`config.mk`:
```
export PLATFORM = sky130hd
export DESIGN_NAME = divider_taint_track_1bit
export DESIGN_NICKNAME = d
export VERILOG_FILES = /design/src/rtl/divider_taint_track_1bit.sv
export SDC_FILE = /design/constraint.sdc
export NUM_CORES = 1
export LEC_CHECK = 0
export BUFFER_PORTS_ARGS = -buffer_cell sky130_fd_sc_hd__clkbuf_2
export CAP_MARGIN = 20
export CORE_MARGIN = 2
export CORE_UTILIZATION = 60
export DETAILED_ROUTE_END_ITERATION = 8
export GPL_TIMING_DRIVEN = 0
export PLACE_DENSITY_LB_ADDON = 0.15
export SLEW_MARGIN = 20
export SYNTH_ARGS = -nofsm -noshare
export SYNTH_HDL_FRONTEND = slang
export SYNTH_SLANG_ARGS = --single-unit
```
`constraint.sdc`:
```
create_clock -name clk -period 4.96 [get_ports clk]
set_input_delay 0.496 -clock clk [delete_from_list [all_inputs] [get_ports clk]]
set_output_delay 0.496 -clock clk [all_outputs]
set_load 0.02 [all_outputs]
```
`src/rtl/divider_taint_track_1bit.sv`:
```
// Restoring shift-subtract divider (unsigned, fixed WIDTH-cycle iteration) with
// 1-bit conservative taint tracking on results, status and handshake outputs.
module divider_taint_track_1bit #(
  parameter int WIDTH = 64
) (
  input  logic             clk,
  input  logic             rst,
  input  logic             start,
  input  logic             start_t,
  input  logic [WIDTH-1:0] dividend,
  input  logic             dividend_t,
  input  logic [WIDTH-1:0] divisor,
  input  logic             divisor_t,
  output logic [WIDTH-1:0] quotient,
  output logic             quotient_t,
  output logic [WIDTH-1:0] remainder,
  output logic             remainder_t,
  output logic             busy,
  output logic             busy_t,
  output logic             quotientDone,
  output logic             quotientDone_t,
  output logic             divByZero,
  output logic             divByZero_t
);

  localparam int CW = $clog2(WIDTH + 1);

  typedef enum logic [1:0] {
    IDLE = 2'd0,
    ITER = 2'd1,
    DONE = 2'd2
  } state_t;

  state_t           r_state;
  state_t           w_state_next;
  logic             w_accept;
  logic             w_step;
  logic             w_last;

  logic [CW-1:0]    r_cnt;
  logic [WIDTH-1:0] r_rem;
  logic [WIDTH-1:0] r_dq;
  logic [WIDTH-1:0] r_divisor;
  logic             r_dbz;
  logic             r_data_t;
  logic             r_dz_t;
  logic             r_start_t;

  logic [WIDTH:0]   w_shift;
  logic             w_ge;
  logic [WIDTH-1:0] w_diff;

  // ---------------- control FSM ----------------
  always_ff @(posedge clk) begin
    if (rst) begin
      r_state <= IDLE;
    end else begin
      r_state <= w_state_next;
    end
  end

  always_comb begin
    w_state_next = r_state;
    w_accept     = 1'b0;
    w_step       = 1'b0;
    w_last       = 1'b0;
    busy         = 1'b0;
    quotientDone = 1'b0;
    case (r_state)
      IDLE: begin
        if (start) begin
          w_accept     = 1'b1;
          w_state_next = ITER;
        end
      end
      ITER: begin
        busy   = 1'b1;
        w_step = 1'b1;
        if (r_cnt == CW'(WIDTH - 1)) begin
          w_last       = 1'b1;
          w_state_next = DONE;
        end
      end
      DONE: begin
        quotientDone = 1'b1;
        w_state_next = IDLE;
      end
      default: w_state_next = IDLE;
    endcase
  end

  // ---------------- datapath ----------------
  // The WIDTH+1-bit partial remainder only exists in its shifted form; once
  // restored it is always below the divisor, so WIDTH bits are enough to hold.
  assign w_shift = {r_rem, r_dq[WIDTH-1]};
  assign w_ge    = (w_shift >= {1'b0, r_divisor});
  assign w_diff  = w_shift[WIDTH-1:0] - r_divisor;

  always_ff @(posedge clk) begin
    if (rst) begin
      r_cnt     <= '0;
      r_rem     <= '0;
      r_dq      <= '0;
      r_divisor <= '0;
      r_dbz     <= 1'b0;
      r_data_t  <= 1'b0;
      r_dz_t    <= 1'b0;
      r_start_t <= 1'b0;
    end else if (w_accept) begin
      r_cnt     <= '0;
      r_rem     <= '0;
      r_dq      <= dividend;
      r_divisor <= divisor;
      r_dbz     <= 1'b0;
      r_data_t  <= dividend_t | divisor_t | start_t;
      r_dz_t    <= divisor_t | start_t;
      r_start_t <= start_t;
    end else if (w_step) begin
      r_rem <= w_ge ? w_diff : w_shift[WIDTH-1:0];
      r_dq  <= {r_dq[WIDTH-2:0], w_ge};
      r_cnt <= r_cnt + CW'(1);
      // Zero divisor runs the full iteration and naturally yields all-ones / dividend.
      if (w_last) begin
        r_dbz <= (r_divisor == '0);
      end
    end
  end

  assign quotient       = r_dq;
  assign remainder      = r_rem;
  assign divByZero      = r_dbz;
  assign quotient_t     = r_data_t;
  assign remainder_t    = r_data_t;
  assign divByZero_t    = r_dz_t;
  assign busy_t         = r_start_t;
  assign quotientDone_t = r_start_t;

endmodule

```
# == Word-level counts from Yosys, hierarchy flattened ==
# Cells that the tools add are included.
# classes
add_sub_neg,2
magnitude_cmp,1
eq_ne,5
n_mux,12
n_bitwise,3
n_reduce_logical,6
# op_table
cell,n
$mux 64,3
$ge 65x64->1,1
$logic_not 64->1,1
$sub 64x64->64,1
$add 7x1->7 const B,1
$eq 7x6->1 const B,1
$mux 1,6
$mux 2,2
$ne 2x2->1 const B,2
$pmux 2 s2,1
$reduce_and 2->1,2
$or 1x1->1,3
$eq 2x1->1 const B,1
$eq 2x2->1 const B,1
$logic_not 2->1,1
$reduce_bool 2->1,1
$reduce_or 2->1,1
# word_totals
regBits,205
in_bits,134
output_inout_bits,136
word_cells,38

# == Depth between registers and ports, before layout ==
# Gate-level depths: netlist of run 1.
# logic_depth
word_depth,4
depth_mapped,15
mapped_depth_nobuf,13

# == Least setup slack after synthesis of run 1 ==
# No wires, ideal clock.
# synth_timing
path_type,register to register
from,"register r_dq[63], in the netlist quotient[63]"
to,"register r_rem[62], in the netlist remainder[62]"
setup_ps,79
t_arrival_ps,3214
t_required_ps,4881
setup_slack_ps,1667
stages_incl_launch_ff,14
n_path_buf,0
period_less_slack_ps,3293
cell_sequence,dfxtp_1 -> inv_1 -> ha_1 -> fa_1 -> nand2b_1 -> a21oi_1 -> o211ai_2 -> o211ai_1 -> a31oi_1 -> nor4b_2 -> a21oi_2 -> o221ai_2 -> mux2_1 -> a211oi_2
# synth_between
elab_chain_len,2
elab_cells_between_ends,3
cone_classes,add/sub (1); order compare (1); mux (1)
# synth_rtl
item,line_no,text
"start, declared",42,logic [WIDTH-1:0] r_dq;
"start signal, assigned",112,r_dq <= dividend;
"start signal, assigned",120,"r_dq <= {r_dq[WIDTH-2:0], w_ge};"
$sub 64x64->64 / $ge 65x64->1 (equally long branches),"97, 96",
$mux 64 (*),119,r_rem <= w_ge ? w_diff : w_shift[WIDTH-1:0];
"end signal, assigned",119,
"end, declared",41,logic [WIDTH-1:0] r_rem;
# Mark *: on every way between the ends. The rest lies on a longest branch, timed or not.
# A chain may end at the register's enable or synchronous reset.

# == Final worst setup path of run 1 ==
# Ends and elaborated chain as after synthesis.

==> qor.json, run 1 <==
{
  "cap_viol_max_count": {"value": 0},
  "min_to": {"value": "r_divisor[52]"},
  "power_density": {"value": 399, "unit": "nW/um2"},
  "worstReg2RegEnd": {"value": "remainder[62]"},
  "clkLatencyLatePin": {"value": 0.52, "unit": "ns"},
  "worst_path_max_delay_cell": {"value": "nor4b_2"},
  "gp_congestion": {"value": 0.990},
  "clock_tree.htree_level_count": {"value": 1},
  "multi_input_area": {"value": 7330, "unit": "um2"},
  "place.port_buffers": {"value": 268},
  "crit_required": {"value": 5.38, "unit": "ns"},
  "comb_power_share": {"value": 0.385},
  "dp_hpwl": {"value": 31.4, "unit": "mm"},
  "layout_common_cells": {"value": "nand2_1 (277), clkbuf_2 (270), a21oi_1 (251)"},
  "grt_pass1_wl": {"value": 64.3, "unit": "mm"},
  "critical_path.max_stage_delay": {"value": 0.58, "unit": "ns"},
  "timing.final.hold_violations": {"value": 0},
  "min_cycle_time_layout": {"value": 4.12, "unit": "ns"},
  "grt_setup_unrepaired": {"value": "false"},
  "postCtsResizedCells": {"value": 0},
  "floorplan.rows": {"value": 52},
  "grt_pass1_vias": {"value": 12444},
  "grt_start_max_net_pins": {"value": 14},
  "via_count": {"value": 13226},
  "post_synth.cell_area_avg": {"value": 7.51, "unit": "um2"},
  "grt-ovfl-total": {"value": 0},
  "timing.critical_path.to_type": {"value": "register"},
  "post_synth_inst_count": {"value": 1634},
  "rr_worst_depth": {"value": 13},
  "critical_path.n_buffers_inverters": {"value": 1},
  "min_from": {"value": "divisor[52]"},
  "cts.reportedPaths.clkPinSlew": {"value": 0.06, "unit": "ns"},
  "drt-wirelength-per-cell": {"value": 18.6, "unit": "um"},
  "timing.rr.start": {"value": "quotient[63]"},
  "final_layout_size_suffix_gt1_frac": {"value": 0.187},
  "drtAntennaViolNets": {"value": 0},
  "share_of_the_clock_period_used_by_the_worst_path_after_layout": {"value": 0.832},
  "start_util": {"value": 0.609},
  "die-height": {"value": 147, "unit": "um"},
  "critPathLaunch": {"value": "quotient[63]"},
  "diodes": {"value": 0},
  "whs": {"value": 0.193, "unit": "ns"},
  "cts_hold_buffers": {"value": 0},
  "net-switching-power": {"value": 2.24, "unit": "mW"},
  "vdd.ir_drop.worst": {"value": 0.243, "unit": "mV"},
  "placement.setup.worst_slack": {"value": 0.988, "unit": "ns"},
  "seqPwrFrac": {"value": 0.318},
  "run_status": {"value": "complete, no violations"},
  "pin_count": {"value": 270},
  "layout_commonest_cell": {"value": "nand2_1"},
  "finalSetupViolCount": {"value": 0},
  "synth_sequential_area_ratio": {"value": 0.334},
  "area_growth_from_synthesis_to_layout": {"value": 20.0, "unit": "%"},
  "clock_power_share": {"value": 0.297},
  "timing.hold.worst_path_depth": {"value": 3},
  "die_x": {"value": 147, "unit": "um"},
  "antenna_violations_before_repair": {"value": 0},
  "finish.net_count": {"value": 2127},
  "report.power.total": {"value": 5.88, "unit": "mW"},
  "start_kind": {"value": "register"},
  "route.detailed.vias_per_inst": {"value": 5.98},
  "tritoncts": {"value": "yes"},
  "timing.max_slew.rel_slack": {"value": 0.346},
  "fraction_of_power_spent_switching_nets": {"value": 0.381},
  "cp_top_family": {"value": "compound AO/OA/AOI/OAI gates"},
  "final-max-slew-violation-count": {"value": 0},
  "worst_slew_pin_slew": {"value": 0.982, "unit": "ns"},
  "critPathArrivalTime": {"value": 4.55, "unit": "ns"},
  "synth_area": {"value": 12300, "unit": "um2"},
  "sequential_cell_area": {"value": 4100, "unit": "um2"},
  "root_buffer": {"value": "clkbuf_16"},
  "cts_inserted_buffers": {"value": 23},
  "internal_power": {"value": 3.64, "unit": "mW"},
  "number_of_storage_elements_in_the_synthesis_netlist": {"value": 205},
  "ff2ff_setup_slack": {"value": 0.84, "unit": "ns"},
  "yosysUniqueCellTypes": {"value": 73},
  "postCtsSetupBuffers": {"value": 0},
  "synth_async_sr_flop_share": {"value": 0},
  "synth-main-ff-cell": {"value": "dfxtp_1"},
  "ctsLongestPathBuffers": {"value": 3},
  "fill_cells": {"value": 1737},
  "coreArea": {"value": 20200, "unit": "um2"},
  "critical_path_fanout_max": {"value": 4},
  "drc_violation_total_after_the_first_tritonroute_iteration": {"value": 1012},
  "yosysWarningCount": {"value": 0},
  "crit_path_cell_trace": {"value": "inv_1 > ha_1 > fa_1 > nand2b_1 > a21oi_1 > o211ai_2 > o211ai_1 > a31oi_1 > nor4b_2 > a21oi_2 > o221ai_2 > mux2_1 > a211oi_2"},
  "floorplan.die_area": {"value": 21600, "unit": "um2"},
  "drcViolationCount": {"value": 0},
  "critPathKind": {"value": "register to register"},
  "highest_clock_rate": {"value": 242, "unit": "MHz"},
  "routed_wl": {"value": 41.1, "unit": "mm"},
  "worst_clock_skew": {"value": 0.0123, "unit": "ns"},
  "synth_enable_flop_cells": {"value": 0},
  "holdCritPathClass": {"value": "input pin to register"},
  "detail_route.first_pass.iterations": {"value": 6},
  "net_count_after_synthesis": {"value": 1834},
  "timing.final.ws_setup": {"value": 0.835, "unit": "ns"},
  "clock-sinks": {"value": 205},
  "setup_total_negative_slack": {"value": 0, "unit": "ns"},
  "grt_usage": {"value": 0.366},
  "p_leak": {"value": 6.52, "unit": "nW"}
}
## through the flow
stage | area [um2] | cells | util
3_3_place_gp | 14000 | 2172 | 0.692
4_1_cts | 14700 | 2212 | 0.730
2_1_floorplan | 12300 | 1634 | -
5_1_grt | 14700 | 2212 | 0.730
6_report | 14700 | 2212 | 0.730
3_5_place_dp | 14000 | 2172 | 0.692
## final cells by class
type                       count  area share
multi-input combinational   1233       0.498
sequential                   205       0.279
timing repair buffer         268      0.0911
clock buffer                  32      0.0454
buffer                       116      0.0365
tap                          270      0.0229
inverter                      80      0.0204
clock inverter                 8     0.00705
## tightest hold or removal path, cell delays in order
cell      delay [ns]
clkbuf_2        0.08
nand2_1         0.04
a21oi_1         0.05
## power by group through the flow
stage	registers, mW	clock network (mW)	logic, mW
after floorplan	1.97	0	1.52
after global placement	1.90	0	2.18
after detailed placement	1.90	0	2.20
after CTS	1.87	1.76	2.21
after global routing	1.88	1.81	2.45
final	1.87	1.75	2.26
## metal layers
layer,share of wire,track usage,up-vias
li1,-,-,6367
met1,0.41,0.466,6152
met2,0.47,0.624,608
met3,0.081,0.0581,99
met4,0.040,0.144,0
met5,0,0,-
## cell usage after synthesis, types with 3 or more instances
cell	n	area, um2
o211ai_1	6	45.0
ha_1	65	813
a211oi_1	37	278
o221ai_1	4	35.0
buf_4	6	45.0
buf_6	8	90.1
o21ai_0	60	300
a21boi_0	6	45.0
inv_1	79	297
nand2b_1	12	75.1
a22oi_1	65	488
or2_2	3	18.8
o21a_1	13	97.6
nand3_1	19	95.1
nor2b_1	8	50.1
xor2_1	30	263
buf_2	14	70.1
nor2_1	112	420
nand4_1	28	175
nand2_1	277	1040
a21oi_1	251	1260
and2_1	7	43.8
or3_1	3	18.8
o211a_1	6	60.1
a21o_1	19	143
nor4_1	23	144
o21bai_1	15	113
mux2i_1	15	150
nor3_1	42	210
a211oi_2	3	37.5
a21oi_2	3	26.3
xnor2_1	29	254
clkbuf_1	85	319
dfxtp_1	205	4100
o21ai_1	11	55.1
a31oi_1	4	25.0
and3_1	11	68.8
o31ai_1	7	52.6
## how the worst max path moves through the flow
stage                         end  slack (ns)  depth (start not counted)
global route        remainder[62]        0.62                         13
CTS                 remainder[62]        0.90                         13
floorplan           remainder[62]        1.67                         13
detailed placement  remainder[62]        0.99                         13
global placement    remainder[62]        1.02                         13
finish              remainder[62]        0.84                         13
## flip-flops by register name (all words and copies together) (netlist names)
register / flops
busy_t: 1
divByZero: 1
divByZero_t: 1
quotient: 64
quotient_t: 1
r_cnt: 7
r_divisor: 64
r_state: 2
remainder: 64
## logic make-up after synthesis
kind of cell / count (synthesis) / synth area share
DFF: 205 / 0.334
xor gates and xnor gates: 59 / 0.0421
muxes: 16 / 0.0131
buffers and inverters: 196 / 0.0683
AOI/OAI and AO/OA: 537 / 0.274
and+or+nand+nor: 555 / 0.201
adders and majority gates: 66 / 0.0679
Note: power is estimated with default switching activity, not from simulation.
==> run 2, diff against run 1 <==
--- a/config.mk
+++ b/config.mk
@@ -8,7 +8,7 @@
 export BUFFER_PORTS_ARGS = -buffer_cell sky130_fd_sc_hd__clkbuf_2
 export CAP_MARGIN = 20
 export CORE_MARGIN = 2
-export CORE_UTILIZATION = 60
+export CORE_UTILIZATION = 50
 export DETAILED_ROUTE_END_ITERATION = 8
 export GPL_TIMING_DRIVEN = 0
 export PLACE_DENSITY_LB_ADDON = 0.15
==> constraint.sdc (replaced) <==
create_clock -name clk -period 3.7 [get_ports clk]
set_input_delay 0.37 -clock clk [delete_from_list [all_inputs] [get_ports clk]]
set_output_delay 0.37 -clock clk [all_outputs]
set_load 0.02 [all_outputs]
==> qor.json, run 2 (synthesis gave the netlist of run 1 again) <==
{
  "run_status": {"value": "complete, no violations"},
  "clkLatencyLatePin": {"value": 0.55, "unit": "ns", "change": "+0.03 ns"},
  "grt_pass1_wl": {"value": 65.0, "unit": "mm", "change": "+0.99%"},
  "power_density": {"value": 528, "unit": "nW/um2", "change": "+32%"},
  "pin_count": {"value": 270, "change": "unchanged"},
  "timing.max_slew.rel_slack": {"value": 0.342, "change": "-0.00375"},
  "via_count": {"value": 12957, "change": "-2.0%"},
  "tritoncts": {"value": "yes"},
  "finish.net_count": {"value": 2130, "change": "+0.14%"},
  "grt_setup_unrepaired": {"value": "false"},
  "floorplan.die_area": {"value": 25800, "unit": "um2", "change": "+19%"},
  "highest_clock_rate": {"value": 283, "unit": "MHz", "change": "+17%"},
  "grt_usage": {"value": 0.312, "change": "-0.0546"},
  "fin_area": {"value": 14800, "unit": "um2", "change": "+0.77%"},
  "timing.rr.start": {"value": "quotient[63]"},
  "setup_total_negative_slack": {"value": 0, "unit": "ns", "change": "unchanged"},
  "ctsLongestPathBuffers": {"value": 3, "change": "unchanged"},
  "layout_commonest_cell": {"value": "nand2_1"},
  "clock_tree.htree_level_count": {"value": 1, "change": "unchanged"},
  "critPathLaunch": {"value": "quotient[63]"},
  "timing.critical_path.to_type": {"value": "register"},
  "critPathArrivalTime": {"value": 3.99, "unit": "ns", "change": "-0.56 ns"},
  "root_buffer": {"value": "clkbuf_16"},
  "drcViolationCount": {"value": 0, "change": "unchanged"},
  "detail_route.first_pass.iterations": {"value": 5, "change": "-1"},
  "cts_hold_buffers": {"value": 0, "change": "unchanged"},
  "drt-wirelength-per-cell": {"value": 18.2, "unit": "um", "change": "-1.9%"},
  "finalSetupViolCount": {"value": 0, "change": "unchanged"},
  "utilization": {"value": 0.614, "change": "-0.116"},
  "gp_congestion": {"value": 0.948, "change": "-4.3%"},
  "min_cycle_time_layout": {"value": 3.54, "unit": "ns", "change": "-0.587 ns"},
  "grt-ovfl-total": {"value": 0, "change": "unchanged"},
  "share_of_the_clock_period_used_by_the_worst_path_after_layout": {"value": 0.956, "change": "+0.125"},
  "die_x": {"value": 161, "unit": "um", "change": "+9.3%"},
  "sequential_cell_area": {"value": 4110, "unit": "um2", "change": "about the same"},
  "multi_input_area": {"value": 7380, "unit": "um2", "change": "+0.67%"},
  "die-height": {"value": 161, "unit": "um", "change": "+9.3%"},
  "start_util": {"value": 0.508, "change": "-0.101"},
  "floorplan.rows": {"value": 57, "change": "+9.6%"},
  "timing.final.hold_violations": {"value": 0, "change": "unchanged"},
  "coreArea": {"value": 24200, "unit": "um2", "change": "+20%"},
  "min_from": {"value": "divisor[43]"},
  "cts.reportedPaths.clkPinSlew": {"value": 0.07, "unit": "ns", "change": "about the same"},
  "area_growth_from_synthesis_to_layout": {"value": 20.9, "unit": "%"},
  "layout_common_cells": {"value": "nand2_1 (277), clkbuf_2 (270), a21oi_1 (250)"},
  "diodes": {"value": 0, "change": "unchanged"},
  "worst_slew_pin_slew": {"value": 0.987, "unit": "ns", "change": "+0.00562 ns"},
  "place.port_buffers": {"value": 268, "change": "unchanged"},
  "crit_required": {"value": 4.15, "unit": "ns", "change": "-1.23 ns"},
  "routed_wl": {"value": 41.4, "unit": "mm", "change": "+0.67%"},
  "critical_path_fanout_max": {"value": 4, "change": "unchanged"},
  "whs": {"value": 0.0341, "unit": "ns", "change": "-0.159 ns"},
  "final_layout_size_suffix_gt1_frac": {"value": 0.190, "change": "+0.00280"},
  "grt_pass1_vias": {"value": 12286, "change": "-1.3%"},
  "p_leak": {"value": 6.52, "unit": "nW", "change": "about the same"},
  "fill_cells": {"value": 2296, "change": "+32%"},
  "vdd.ir_drop.worst": {"value": 0.315, "unit": "mV", "change": "+29%"},
  "route.detailed.vias_per_inst": {"value": 5.71, "change": "-4.5%"},
  "worst_clock_skew": {"value": 0.0209, "unit": "ns", "change": "+0.00852 ns"},
  "drc_violation_total_after_the_first_tritonroute_iteration": {"value": 927, "change": "-8.4%"},
  "antenna_violations_before_repair": {"value": 0, "change": "unchanged"},
  "dp_hpwl": {"value": 32.3, "unit": "mm", "change": "+2.9%"},
  "cts_inserted_buffers": {"value": 24, "change": "+4.3%"},
  "drtAntennaViolNets": {"value": 0, "change": "unchanged"},
  "holdCritPathClass": {"value": "input pin to register"},
  "critPathKind": {"value": "register to register"},
  "clock-sinks": {"value": 205, "change": "unchanged"},
  "postPlaceCellArea": {"value": 14000, "unit": "um2", "change": "+0.48%"},
  "final-max-slew-violation-count": {"value": 0, "change": "unchanged"},
  "grt_start_max_net_pins": {"value": 14, "change": "unchanged"},
  "cap_viol_max_count": {"value": 0, "change": "unchanged"},
  "start_kind": {"value": "register"}
}
-- run 2: stage by stage --
| step | power (mW) | setup WS, ns | cells |
|---|---|---|---|
| floorplan | 4.67 | 0.407 | 1634 |
| global placement | 5.50 | -0.192 | 2226 |
| detailed placement | 5.52 | -0.232 | 2226 |
| CTS | 7.81 | 0.0678 | 2268 |
| global route | 8.27 | 0.0147 | 2269 |
| finish | 7.84 | 0.162 | 2269 |
-- run 2: layout make-up --
cell class | instances | share of cell area
clock inverters | 8 | 0.00539
flip-flops and latches | 205 | 0.277
inverters | 80 | 0.0202
repair buffers | 270 | 0.0914
plain buffers | 116 | 0.0362
clock buffers | 33 | 0.0454
well taps | 324 | 0.0273
multi-input cells | 1233 | 0.497
-- run 2: worst paths after layout --
path	end	slack [ns]	cells after the start
worst max-delay path	remainder[62]	0.16	14
worst min-delay path	r_divisor[43]	0.03	3
worst max register to register	remainder[62]	0.16	14
worst min register to register	r_divisor[55]	0.47	2
-- run 2: where the power goes --
part	total [mW]	internal (mW)	switching, mW
clock network	2.27	1.28	0.983
registers	2.51	2.36	0.152
logic	3.06	1.14	1.92
total	7.84	4.78	3.06
-- run 2: critical path, stage by stage, from the launching register on --
cell and delay [ns]:
dfxtp_2 0.39, inv_1 0.06, ha_1 0.22, fa_1 0.41
nand2b_4 0.17, a21oi_2 0.19, o211ai_2 0.15, o211ai_1 0.21
buf_4 0.17, a31oi_4 0.12, nor4b_4 0.44, a21oi_4 0.13
o221ai_2 0.20, mux2_1 0.35, a211oi_2 0.22
-- run 2: per-layer routing --
layer	track usage	part of all wire	vias up
li1	-	-	6380
met1	0.404	0.43	5989
met2	0.520	0.46	501
met3	0.0550	0.073	87
met4	0.118	0.039	0
met5	0	0	-
-- run 2: timing repair --
action / 4_1_cts / 5_1_grt
setup endpoints to repair: 1 / 2
setup buffers: 1 / 1
pin swaps: 2 / 4
gates resized for setup: 3 / 5
endpoints found under the hold margin: 0 / 0
==> run 3, diff against run 2 <==
--- a/config.mk
+++ b/config.mk
@@ -11,7 +11,7 @@
 export CORE_UTILIZATION = 50
 export DETAILED_ROUTE_END_ITERATION = 8
 export GPL_TIMING_DRIVEN = 0
-export PLACE_DENSITY_LB_ADDON = 0.15
+export PLACE_DENSITY_LB_ADDON = 0.25
 export SLEW_MARGIN = 20
 export SYNTH_ARGS = -nofsm -noshare
 export SYNTH_HDL_FRONTEND = slang
==> qor.json, run 3 (synthesis gave the netlist of run 1 again) <==
{
  "route.detailed.vias_per_inst": {"value": 5.77, "change": "+1.1%"},
  "power_density": {"value": 529, "unit": "nW/um2", "change": "about the same"},
  "grt_usage": {"value": 0.317, "change": "+0.00531"},
  "floorplan.rows": {"value": 57, "change": "unchanged"},
  "clock_tree.htree_level_count": {"value": 1, "change": "unchanged"},
  "timing.max_slew.rel_slack": {"value": 0.370, "change": "+0.0286"},
  "grt-ovfl-total": {"value": 0, "change": "unchanged"},
  "area_growth_from_synthesis_to_layout": {"value": 20.6, "unit": "%"},
  "postPlaceCellArea": {"value": 14000, "unit": "um2", "change": "unchanged"},
  "grt_pass1_vias": {"value": 12495, "change": "+1.7%"},
  "die-height": {"value": 161, "unit": "um", "change": "unchanged"},
  "finalSetupViolCount": {"value": 0, "change": "unchanged"},
  "fill_cells": {"value": 2287, "change": "-0.39%"},
  "ctsLongestPathBuffers": {"value": 3, "change": "unchanged"},
  "diodes": {"value": 0, "change": "unchanged"},
  "clkLatencyLatePin": {"value": 0.54, "unit": "ns", "change": "about the same"},
  "tritoncts": {"value": "yes"},
  "grt_pass1_wl": {"value": 65.8, "unit": "mm", "change": "+1.3%"},
  "pin_count": {"value": 270, "change": "unchanged"},
  "final-max-slew-violation-count": {"value": 0, "change": "unchanged"},
  "holdCritPathClass": {"value": "input pin to register"},
  "internal_power": {"value": 4.79, "unit": "mW", "change": "+0.18%"},
  "place.port_buffers": {"value": 268, "change": "unchanged"},
  "grt_start_max_net_pins": {"value": 13, "change": "-1"},
  "gp_congestion": {"value": 0.955, "change": "+0.77%"},
  "utilization": {"value": 0.612, "change": "-0.00176"},
  "layout_common_cells": {"value": "nand2_1 (277), clkbuf_2 (270), a21oi_1 (250)"},
  "drcViolationCount": {"value": 0, "change": "unchanged"},
  "clock-sinks": {"value": 205, "change": "unchanged"},
  "final_layout_size_suffix_gt1_frac": {"value": 0.189, "change": "-0.00135"},
  "fraction_of_power_spent_switching_nets": {"value": 0.387, "change": "-0.00233"},
  "drt-wirelength-per-cell": {"value": 18.5, "unit": "um", "change": "+1.5%"},
  "cts.reportedPaths.clkPinSlew": {"value": 0.06, "unit": "ns", "change": "about the same"},
  "timing.critical_path.to_type": {"value": "register"},
  "critPathKind": {"value": "register to register"},
  "finish.net_count": {"value": 2129, "change": "-0.047%"},
  "drc_violation_total_after_the_first_tritonroute_iteration": {"value": 968, "change": "+4.4%"},
  "die_x": {"value": 161, "unit": "um", "change": "unchanged"},
  "via_count": {"value": 13082, "change": "+0.96%"},
  "start_kind": {"value": "register"},
  "cts_hold_buffers": {"value": 0, "change": "unchanged"},
  "crit_required": {"value": 4.15, "unit": "ns", "change": "about the same"},
  "critPathArrivalTime": {"value": 4.04, "unit": "ns", "change": "+0.05 ns"},
  "root_buffer": {"value": "clkbuf_16"},
  "worst_clock_skew": {"value": 0.0158, "unit": "ns", "change": "-0.00508 ns"},
  "floorplan.die_area": {"value": 25800, "unit": "um2", "change": "unchanged"},
  "net-switching-power": {"value": 3.03, "unit": "mW", "change": "-0.80%"},
  "coreArea": {"value": 24200, "unit": "um2", "change": "unchanged"},
  "timing.final.hold_violations": {"value": 0, "change": "unchanged"},
  "p_leak": {"value": 6.52, "unit": "nW", "change": "about the same"},
  "worst_slew_pin_slew": {"value": 0.944, "unit": "ns", "change": "-0.0430 ns"},
  "critical_path_fanout_max": {"value": 4, "change": "unchanged"},
  "vdd.ir_drop.worst": {"value": 0.367, "unit": "mV", "change": "+17%"},
  "drtAntennaViolNets": {"value": 0, "change": "unchanged"},
  "cap_viol_max_count": {"value": 0, "change": "unchanged"},
  "run_status": {"value": "complete, no violations"},
  "detail_route.first_pass.iterations": {"value": 5, "change": "unchanged"},
  "grt_setup_unrepaired": {"value": "true"},
  "comb_power_share": {"value": 0.391, "change": "about the same"},
  "highest_clock_rate": {"value": 279, "unit": "MHz", "change": "-1.4%"},
  "routed_wl": {"value": 41.9, "unit": "mm", "change": "+1.4%"},
  "seqPwrFrac": {"value": 0.321, "change": "about the same"},
  "antenna_violations_before_repair": {"value": 0, "change": "unchanged"},
  "share_of_the_clock_period_used_by_the_worst_path_after_layout": {"value": 0.970, "change": "+0.0139"},
  "dp_hpwl": {"value": 32.8, "unit": "mm", "change": "+1.6%"},
  "start_util": {"value": 0.508, "change": "unchanged"},
  "min_cycle_time_layout": {"value": 3.59, "unit": "ns", "change": "+0.0514 ns"},
  "cts_inserted_buffers": {"value": 23, "change": "-4.2%"},
  "fin_area": {"value": 14800, "unit": "um2", "change": "-0.29%"},
  "clock_power_share": {"value": 0.288, "change": "about the same"},
  "layout_commonest_cell": {"value": "nand2_1"}
}
run 3: critical path: stages (launching register included):
cell,delay (ns)
dfxtp_2,0.40
inv_1,0.06
ha_1,0.22
fa_1,0.40
nand2b_1,0.20
a21oi_2,0.20
o211ai_2,0.17
o211ai_1,0.20
buf_4,0.16
a31oi_2,0.18
nor4b_4,0.29
buf_4,0.18
a21oi_4,0.08
o221ai_2,0.18
mux2_1,0.36
a211oi_2,0.21
run 3: per-layer routing:
layer / GRT usage / share of wire
met1: 0.409 / 0.42
met3: 0.0555 / 0.080
met5: 0 / 0
met2: 0.530 / 0.46
met4: 0.123 / 0.043
run 3: worst paths after layout:
| kind | endpoint | startpoint | depth (start not counted) | slack, ns |
|---|---|---|---|---|
| worst max-delay path | remainder[62] | quotient[63] | 15 | 0.11 |
| worst min-delay path | r_divisor[43] | divisor[43] | 3 | 0.05 |
| worst max register to register | remainder[62] | quotient[63] | 15 | 0.11 |
| worst min register to register | r_divisor[58] | r_divisor[58] | 2 | 0.47 |
run 3: stage by stage:
stage	setup WS (ns)	total power [mW]	instances	setup TNS, ns	hold WS, ns
final	0.110	7.82	2267	0	0.0501
after global routing	-0.0459	8.23	2267	-0.0459	0.0589
after detailed placement	-0.292	5.53	2226	-0.323	0.464
after global placement	-0.327	5.50	2226	-0.396	0.458
after CTS	0.0439	7.79	2266	0	0.0474
after floorplan	0.407	4.67	1634	0	0.449
run 3: area by class of cell:
cell class,count,area [um2],area share
Inverter,80,300,0.0203
Clock buffer,32,649,0.0439
Sequential cell,205,4110,0.277
Tap cell,324,405,0.0274
Buffer,116,538,0.0364
Timing Repair Buffer,270,1360,0.0916
Clock inverter,7,78.8,0.00533
Multi-Input combinational cell,1233,7370,0.498
run 3: what timing repair did:
action | CTS | global route
resized for setup | 3 | 3
pin swaps | 2 | 1
buffers inserted | 1 | 1
setup endpoints to repair | 3 | 3
run 3: power groups by stage:
stage               Combinational, mW  Clock (mW)  Sequential (mW)
floorplan                        2.03           0             2.63
global placement                 2.95           0             2.55
detailed placement               2.98           0             2.56
CTS                              3.01        2.28             2.51
global route                     3.33        2.37             2.53
finish                           3.06        2.25             2.51
